## src/rtl/quad_encoder_emulator_if.sv

```systemverilog
// Command interface of the quadrature encoder emulator.
// Groups the command handshake, the per-command fields and the abort request.
//   cmd_valid     : command request from the issuer
//   cmd_ready     : emulator is idle and will accept a command this cycle
//   cmd_clockwise : rotation direction
//   cmd_clicks    : detent count (4 quadrature steps per detent)
//   cmd_press     : append a switch press/release after the rotation
//   step_period   : clocks per quadrature step (0 behaves as 1)
//   abort         : cancel the active command
interface quad_encoder_emulator_if #(
    parameter int CNT_W    = 8,
    parameter int PERIOD_W = 24
);
    logic                cmd_valid;
    logic                cmd_ready;
    logic                cmd_clockwise;
    logic [CNT_W-1:0]    cmd_clicks;
    logic                cmd_press;
    logic [PERIOD_W-1:0] step_period;
    logic                abort;

    modport master (
        output cmd_valid, cmd_clockwise, cmd_clicks, cmd_press, step_period, abort,
        input  cmd_ready
    );

    modport slave (
        input  cmd_valid, cmd_clockwise, cmd_clicks, cmd_press, step_period, abort,
        output cmd_ready
    );
endinterface

```

## src/rtl/quad_encoder_emulator.sv

```systemverilog
// Quadrature encoder emulator: turns rotate/press commands into clean A/B
// quadrature waveforms and a push-switch level, for loop-back self-test of the
// encoder input path and for bench stimulus.
// Ports:
//   i_clk        : system clock
//   i_reset      : synchronous active-low reset
//   cmd          : command interface (slave side)
//   o_enc_A/B    : quadrature phases, {B,A} is the current phase
//   o_enc_sw     : switch level, 1 = pressed
//   o_busy       : a command is in progress
//   o_step_stb   : one-clock pulse with every A/B change
//   o_done_stb   : one-clock pulse on normal command completion
//
// state  | meaning
// IDLE   | waiting for a command, cmd_ready high
// ROTATE | emitting one quadrature step per step period
// SETTLE | one quiet step period after the rotation
// PRESS  | switch held pressed for PRESS_STEPS step periods
// GAP    | switch released, waiting PRESS_STEPS step periods
// FINISH | done_stb pulse, then back to IDLE
module quad_encoder_emulator #(
    parameter int CNT_W       = 8,
    parameter int PERIOD_W    = 24,
    parameter int PRESS_STEPS = 8
) (
    input  logic                     i_clk,
    input  logic                     i_reset,
    quad_encoder_emulator_if.slave   cmd,
    output logic                     o_enc_A,
    output logic                     o_enc_B,
    output logic                     o_enc_sw,
    output logic                     o_busy,
    output logic                     o_step_stb,
    output logic                     o_done_stb
);
    localparam int STEP_W = CNT_W + 2;
    localparam int PCNT_W = $clog2(PRESS_STEPS + 1);

    typedef enum logic [2:0] {
        ST_IDLE, ST_ROTATE, ST_SETTLE, ST_PRESS, ST_GAP, ST_FINISH
    } state_t;

    state_t              r_state;
    logic [1:0]          r_phase;
    logic                r_sw;
    logic                r_step_stb;
    logic                r_done_stb;
    logic [PERIOD_W-1:0] r_timer;
    logic [PERIOD_W-1:0] r_period;
    logic                r_cw;
    logic                r_press;
    logic [STEP_W-1:0]   r_steps;
    logic [PCNT_W-1:0]   r_cnt;

    logic                w_accept;
    logic                w_tick;
    logic [PERIOD_W-1:0] w_period;
    logic [STEP_W-1:0]   w_steps;
    logic [1:0]          w_next_phase;

    assign cmd.cmd_ready = (r_state == ST_IDLE) && i_reset;
    assign w_accept      = cmd.cmd_valid && cmd.cmd_ready;
    assign w_tick        = (r_timer == '0);
    assign w_period      = (cmd.step_period == '0) ? PERIOD_W'(1) : cmd.step_period;
    assign w_steps       = {cmd.cmd_clicks, 2'b00};

    // {B,A}: clockwise B<=A, A<=~B; counter-clockwise B<=~A, A<=B.
    assign w_next_phase = r_cw ? {r_phase[0], ~r_phase[1]} : {~r_phase[0], r_phase[1]};

    always_ff @(posedge i_clk) begin
        if (!i_reset) begin
            r_state    <= ST_IDLE;
            r_phase    <= 2'b00;
            r_sw       <= 1'b0;
            r_step_stb <= 1'b0;
            r_done_stb <= 1'b0;
            r_timer    <= '0;
            r_period   <= PERIOD_W'(1);
            r_cw       <= 1'b0;
            r_press    <= 1'b0;
            r_steps    <= '0;
            r_cnt      <= '0;
        end else begin
            r_step_stb <= 1'b0;
            r_done_stb <= 1'b0;

            // Free-running step timer while a command is active; reload on tick.
            if (r_state != ST_IDLE) begin
                r_timer <= w_tick ? (r_period - PERIOD_W'(1)) : (r_timer - PERIOD_W'(1));
            end

            // Abort wins over any tick on the same edge; phase is left as-is.
            if (r_state != ST_IDLE && cmd.abort) begin
                r_state <= ST_IDLE;
                r_sw    <= 1'b0;
            end else begin
                case (r_state)
                    ST_IDLE: begin
                        if (w_accept) begin
                            r_cw     <= cmd.cmd_clockwise;
                            r_press  <= cmd.cmd_press;
                            r_steps  <= w_steps;
                            r_period <= w_period;
                            r_timer  <= w_period - PERIOD_W'(1);
                            if (w_steps != '0)
                                r_state <= ST_ROTATE;
                            else if (cmd.cmd_press)
                                r_state <= ST_SETTLE;
                            else
                                r_state <= ST_FINISH;
                        end
                    end
                    ST_ROTATE: begin
                        if (w_tick) begin
                            r_phase    <= w_next_phase;
                            r_step_stb <= 1'b1;
                            r_steps    <= r_steps - STEP_W'(1);
                            if (r_steps == STEP_W'(1))
                                r_state <= ST_SETTLE;
                        end
                    end
                    ST_SETTLE: begin
                        if (w_tick) begin
                            if (r_press) begin
                                r_sw    <= 1'b1;
                                r_cnt   <= PCNT_W'(PRESS_STEPS);
                                r_state <= ST_PRESS;
                            end else begin
                                r_done_stb <= 1'b1;
                                r_state    <= ST_FINISH;
                            end
                        end
                    end
                    ST_PRESS: begin
                        if (w_tick) begin
                            if (r_cnt == PCNT_W'(1)) begin
                                r_sw    <= 1'b0;
                                r_cnt   <= PCNT_W'(PRESS_STEPS);
                                r_state <= ST_GAP;
                            end else begin
                                r_cnt <= r_cnt - PCNT_W'(1);
                            end
                        end
                    end
                    ST_GAP: begin
                        if (w_tick) begin
                            if (r_cnt == PCNT_W'(1)) begin
                                r_done_stb <= 1'b1;
                                r_state    <= ST_FINISH;
                            end else begin
                                r_cnt <= r_cnt - PCNT_W'(1);
                            end
                        end
                    end
                    ST_FINISH: begin
                        // Entered with the pulse already raised from a timed
                        // path; an empty command arrives here without it and
                        // raises it one clock later.
                        if (!r_done_stb)
                            r_done_stb <= 1'b1;
                        else
                            r_state <= ST_IDLE;
                    end
                    default: r_state <= ST_IDLE;
                endcase
            end
        end
    end

    assign o_enc_A    = r_phase[0];
    assign o_enc_B    = r_phase[1];
    assign o_enc_sw   = r_sw;
    assign o_busy     = (r_state != ST_IDLE);
    assign o_step_stb = r_step_stb;
    assign o_done_stb = r_done_stb;
endmodule

```

## src/flat_wrapper.sv

```systemverilog
// flat-port wrapper written by rule: the top's interface ports become plain ports
module quad_encoder_emulator_flat 
#(
    parameter int CNT_W       = 8,
    parameter int PERIOD_W    = 24,
    parameter int PRESS_STEPS = 8
)
  (i_clk, i_reset, o_enc_A, o_enc_B, o_enc_sw, o_busy, o_step_stb, o_done_stb, cmd_cmd_valid, cmd_cmd_clockwise, cmd_cmd_clicks, cmd_cmd_press, cmd_step_period, cmd_abort, cmd_cmd_ready);
  quad_encoder_emulator_if #(.CNT_W(CNT_W), .PERIOD_W(PERIOD_W)) cmd_i ();
  input  logic i_clk;
  input  logic i_reset;
  output logic o_enc_A;
  output logic o_enc_B;
  output logic o_enc_sw;
  output logic o_busy;
  output logic o_step_stb;
  output logic o_done_stb;
  input wire logic [$bits(cmd_i.cmd_valid)-1:0] cmd_cmd_valid;
  input wire logic [$bits(cmd_i.cmd_clockwise)-1:0] cmd_cmd_clockwise;
  input wire logic [$bits(cmd_i.cmd_clicks)-1:0] cmd_cmd_clicks;
  input wire logic [$bits(cmd_i.cmd_press)-1:0] cmd_cmd_press;
  input wire logic [$bits(cmd_i.step_period)-1:0] cmd_step_period;
  input wire logic [$bits(cmd_i.abort)-1:0] cmd_abort;
  output wire logic [$bits(cmd_i.cmd_ready)-1:0] cmd_cmd_ready;
  assign cmd_i.cmd_valid = cmd_cmd_valid;
  assign cmd_i.cmd_clockwise = cmd_cmd_clockwise;
  assign cmd_i.cmd_clicks = cmd_cmd_clicks;
  assign cmd_i.cmd_press = cmd_cmd_press;
  assign cmd_i.step_period = cmd_step_period;
  assign cmd_i.abort = cmd_abort;
  assign cmd_cmd_ready = cmd_i.cmd_ready;
  quad_encoder_emulator #(.CNT_W(CNT_W), .PERIOD_W(PERIOD_W), .PRESS_STEPS(PRESS_STEPS)) u_core (.i_clk(i_clk), .i_reset(i_reset), .cmd(cmd_i), .o_enc_A(o_enc_A), .o_enc_B(o_enc_B), .o_enc_sw(o_enc_sw), .o_busy(o_busy), .o_step_stb(o_step_stb), .o_done_stb(o_done_stb));
endmodule
```

## config.mk

```make
export PLATFORM = sky130hd
export DESIGN_NAME = quad_encoder_emulator_flat
export DESIGN_NICKNAME = d
export VERILOG_FILES = /design/src/rtl/quad_encoder_emulator_if.sv /design/src/rtl/quad_encoder_emulator.sv /design/src/flat_wrapper.sv
export SDC_FILE = /design/constraint.sdc
export NUM_CORES = 1
export LEC_CHECK = 0
export CAP_MARGIN = 20
export CORE_MARGIN = 5
export CORE_UTILIZATION = 35
export DETAILED_ROUTE_END_ITERATION = 12
export PLACE_DENSITY_LB_ADDON = 0.12
export REMOVE_ABC_BUFFERS = 1
export SYNTH_ARGS = -nofsm -noshare
export SYNTH_HDL_FRONTEND = slang
export SYNTH_SLANG_ARGS = --single-unit
export TNS_END_PERCENT = 20
```

## constraint.sdc

```tcl
create_clock -name i_clk -period 3.1 [get_ports i_clk]
set_clock_uncertainty 0.15 [all_clocks]
set_input_delay 0.465 -clock i_clk [delete_from_list [all_inputs] [get_ports i_clk]]
set_output_delay 0.465 -clock i_clk [all_outputs]
set_load 0.02 [all_outputs]
```

==> out/results.tsv <==
metric	value	unit
post-synth cell types	79	
clock sink count	72	
count of fill cells added during filler insertion	1421	
final core utilization	45.4	%
synthesized-area fraction occupied by adder cells	1.49	%
Rows	43	
Horiz. Die Dim	130	um
average footprint of a synthesized cell	7.54	um2
source-to-sink clock delay at the later pin of the worst-skew pair	340	ps
topmost layer with routed signal wires	met4	
first-pass GRT wire length	26.6	mm
clock tree root buffer cell	clkbuf_16	
antenna violations before repair	0	
Post-synth top flop	dfxtp_1	
number of max-slew violations in the final report	0	
Met2 Routed Length	7.02	mm
DR DRC count	0	
global-route total usage across every layer	19.7	%
number of placed I/O pins	45	
Yosys reg bits	72	
required time at the endpoint of the critical path	3180	ps
clock transition time at the flip-flop clock pins of the worst setup and hold paths	60	ps
maximum achievable frequency	0.333	GHz
total leakage power	2.34	nW
hold violation count in the final report	0	
startpoint type of the worst setup path	primary input	
area fraction in and, or, nand and nor cells after synthesis	33.2	%
area grow syn2layout	26.5	%
antenna diode count	0	
largest net degree at the start of global routing	56	
clock tree from TritonCTS	yes	
fraction of registers with async set or reset after synthesis	0	%
worst-path maximum fanout	5	
number of enable-type register cells in the synthesized netlist	0	
netlist area before placement	5020	um2
most common cell after layout, fill and taps aside	nand2_1	
setup violators final	0	
top library cells by usage in the layout, fill and taps aside	nand2_1 (102), buf_4 (74), dfxtp_1 (71)	
number of warnings printed during yosys synthesis	0	
dominant combinational cell family by area after synthesis	simple AND/OR/NAND/NOR gates	
placement-stage cell area	6040	um2
Met1 Wirelength	7.95	mm
CP arrival	3080	ps
deepest clock path buffer count	2	
max_cap viols	0	
VDD IR max	0.622	mV
Worst Setup Path Type	primary input to flop	
Die Y-Extent	130	um
Clock H-tree levels	3	
number of design-rule violations left by the first detailed-router iteration	434	
TritonCTS Buffers	9	
number of vias in the routed layout	5300	
slew at the pin with the worst max-slew slack	628	ps
number of search-and-repair iterations in the first detailed-routing pass	5	
Detail Placement HPWL	12.1	mm
worst hold path class	flop to flop	
final period utilization	96.8	%
sequential fraction of the synthesis area	28.7	%
fraction of layout instances using a drive strength above 1	17.3	%
average wire per standard cell	17.2	um
nets@finish	802	
post-route antenna net violation count	0	
final std cell area, no fill	6350	um2
post-synthesis xor/xnor area fraction	5.06	%
Routability Congestion	0.889	
starting utilization of the core area	35.9	%
number of buffers added to fix hold violations after cts	0	
flop-to-flop setup slack	180	ps
run status	finished clean	
via count of the first global-routing pass	5144	
type of element capturing the critical path	flop	
grt ovf	0	
Cells after Synth	666	
mux contribution to synthesized area	2.42	%
Power per Cell Area	838	nW/um2
compound-gate portion of the synthesized area	24.6	%
core area	14000	um2
count of input and output buffers	44	
routed length on met3	961	um
Die Area	16800	um2
fin crit period	3000	ps
total wirelength of the detailed-routed design	16.2	mm
detail-routed via count per cell	5.63	
Max-slew headroom	57.8	%
[cell type report]
class	instances	area, um2	share of cell area, %
flip-flops and latches	72	1440	22.7
inverters	10	37.5	0.591
well taps	180	225	3.54
repair buffers	118	998	15.7
multi-input cells	547	3390	53.4
clock inverters	1	5.00	0.0788
clock buffers	13	250	3.94
[registers in the layout, summed over array words and instances (netlist names), 2 cells and up]
signal / count
u_core.r_period: 24
u_core.r_timer: 24
u_core.r_steps: 10
u_core.r_cnt: 4
u_core.r_state: 3
u_core.r_phase: 2
[kinds of logic (layout without fill, tap and decap cells)]
kind of cell,count (synthesis),in the layout
AND/OR/NAND/NOR,302,302
AO/OA/AOI/OAI,198,198
flip-flops,72,72
buffers and inverters,47,142
XOR/XNOR,29,29
multiplexers,12,12
adder cells (fa/ha/maj),6,6
[stage by stage]
step                      cells  hold slack [ps]  setup TNS, ps  power [mW]  worst slack, ps
final                       941              332              0        5.32              100
after global routing        941              346          -18.4        5.71            -18.4
after CTS                   940              330              0        5.28             22.7
after detailed placement    926              320          -2390        4.31             -373
after global placement      926              308          -1960        4.26             -284
after floorplan             629              286          -10.1        3.17            -10.1
[cell usage after synthesis (4+ instances only)]
master / number / share of area (%)
o22ai_1: 13 / 1.6
a211oi_1: 9 / 1.3
nor2_1: 54 / 4.0
nand3b_1: 6 / 0.90
o2111ai_1: 4 / 0.70
or3_1: 11 / 1.4
nor3_1: 25 / 2.5
nor2b_1: 13 / 1.6
nand2b_1: 4 / 0.50
mux2i_1: 11 / 2.2
xor2_1: 13 / 2.3
nor3_2: 5 / 1.0
inv_1: 9 / 0.67
clkbuf_1: 22 / 1.6
nand3_1: 24 / 2.4
nor4_1: 13 / 1.6
xnor2_1: 16 / 2.8
o21a_1: 4 / 0.60
dfxtp_1: 72 / 29
nand2_1: 103 / 7.7
o31ai_1: 8 / 1.2
o21ai_0: 71 / 7.1
o211ai_1: 4 / 0.60
a31oi_1: 5 / 0.62
a21oi_1: 50 / 5.0
buf_2: 6 / 0.60
ha_1: 6 / 1.5
or4_1: 4 / 0.60
[what timing repair did]
action                     4_1_cts  5_1_grt
pin swaps                        0        7
buffers inserted                 0        1
gates resized for setup          1       12
setup endpoints to repair        1        6
[path summary, 6_finish.rpt]
check	from	to	cells after the start
worst max register to register	u_core.r_timer[3]$_SDFF_PN0_	u_core.r_timer[22]$_SDFF_PN0_	12
worst max-delay path	cmd_step_period[12]	u_core.r_timer[14]$_SDFF_PN0_	13
worst min register to register	u_core.r_period[23]$_SDFFE_PN0P_	u_core.r_period[23]$_SDFFE_PN0P_	2
worst min-delay path	u_core.r_period[23]$_SDFFE_PN0P_	u_core.r_period[23]$_SDFFE_PN0P_	2
[where the power goes]
group          internal (mW)  switching [mW]  leakage, nW
clock                  0.554           0.391        0.126
sequential              1.18           0.298        0.592
combinational           1.19            1.72         1.62
total                   2.92            2.41         2.34
[routing by layer]
metal	track usage (%)	vias up
met1	27.5	2495
met4	5.26	0
met5	0	-
met3	4.38	24
li1	-	2639
met2	30.8	142
[worst max-delay path, cell delays in order]
cell and delay [ps]:
clkdlybuf4s50_1 420, or4_4 450, nor4_4 360, a41oi_2 180, ha_2 210, or3b_4 250, nor4b_2 50, buf_4 160
nand2_1 80, xor2_1 160, a21oi_1 100, nor2_1 110, a21oi_1 80
Power figures use the tool's default switching activity.
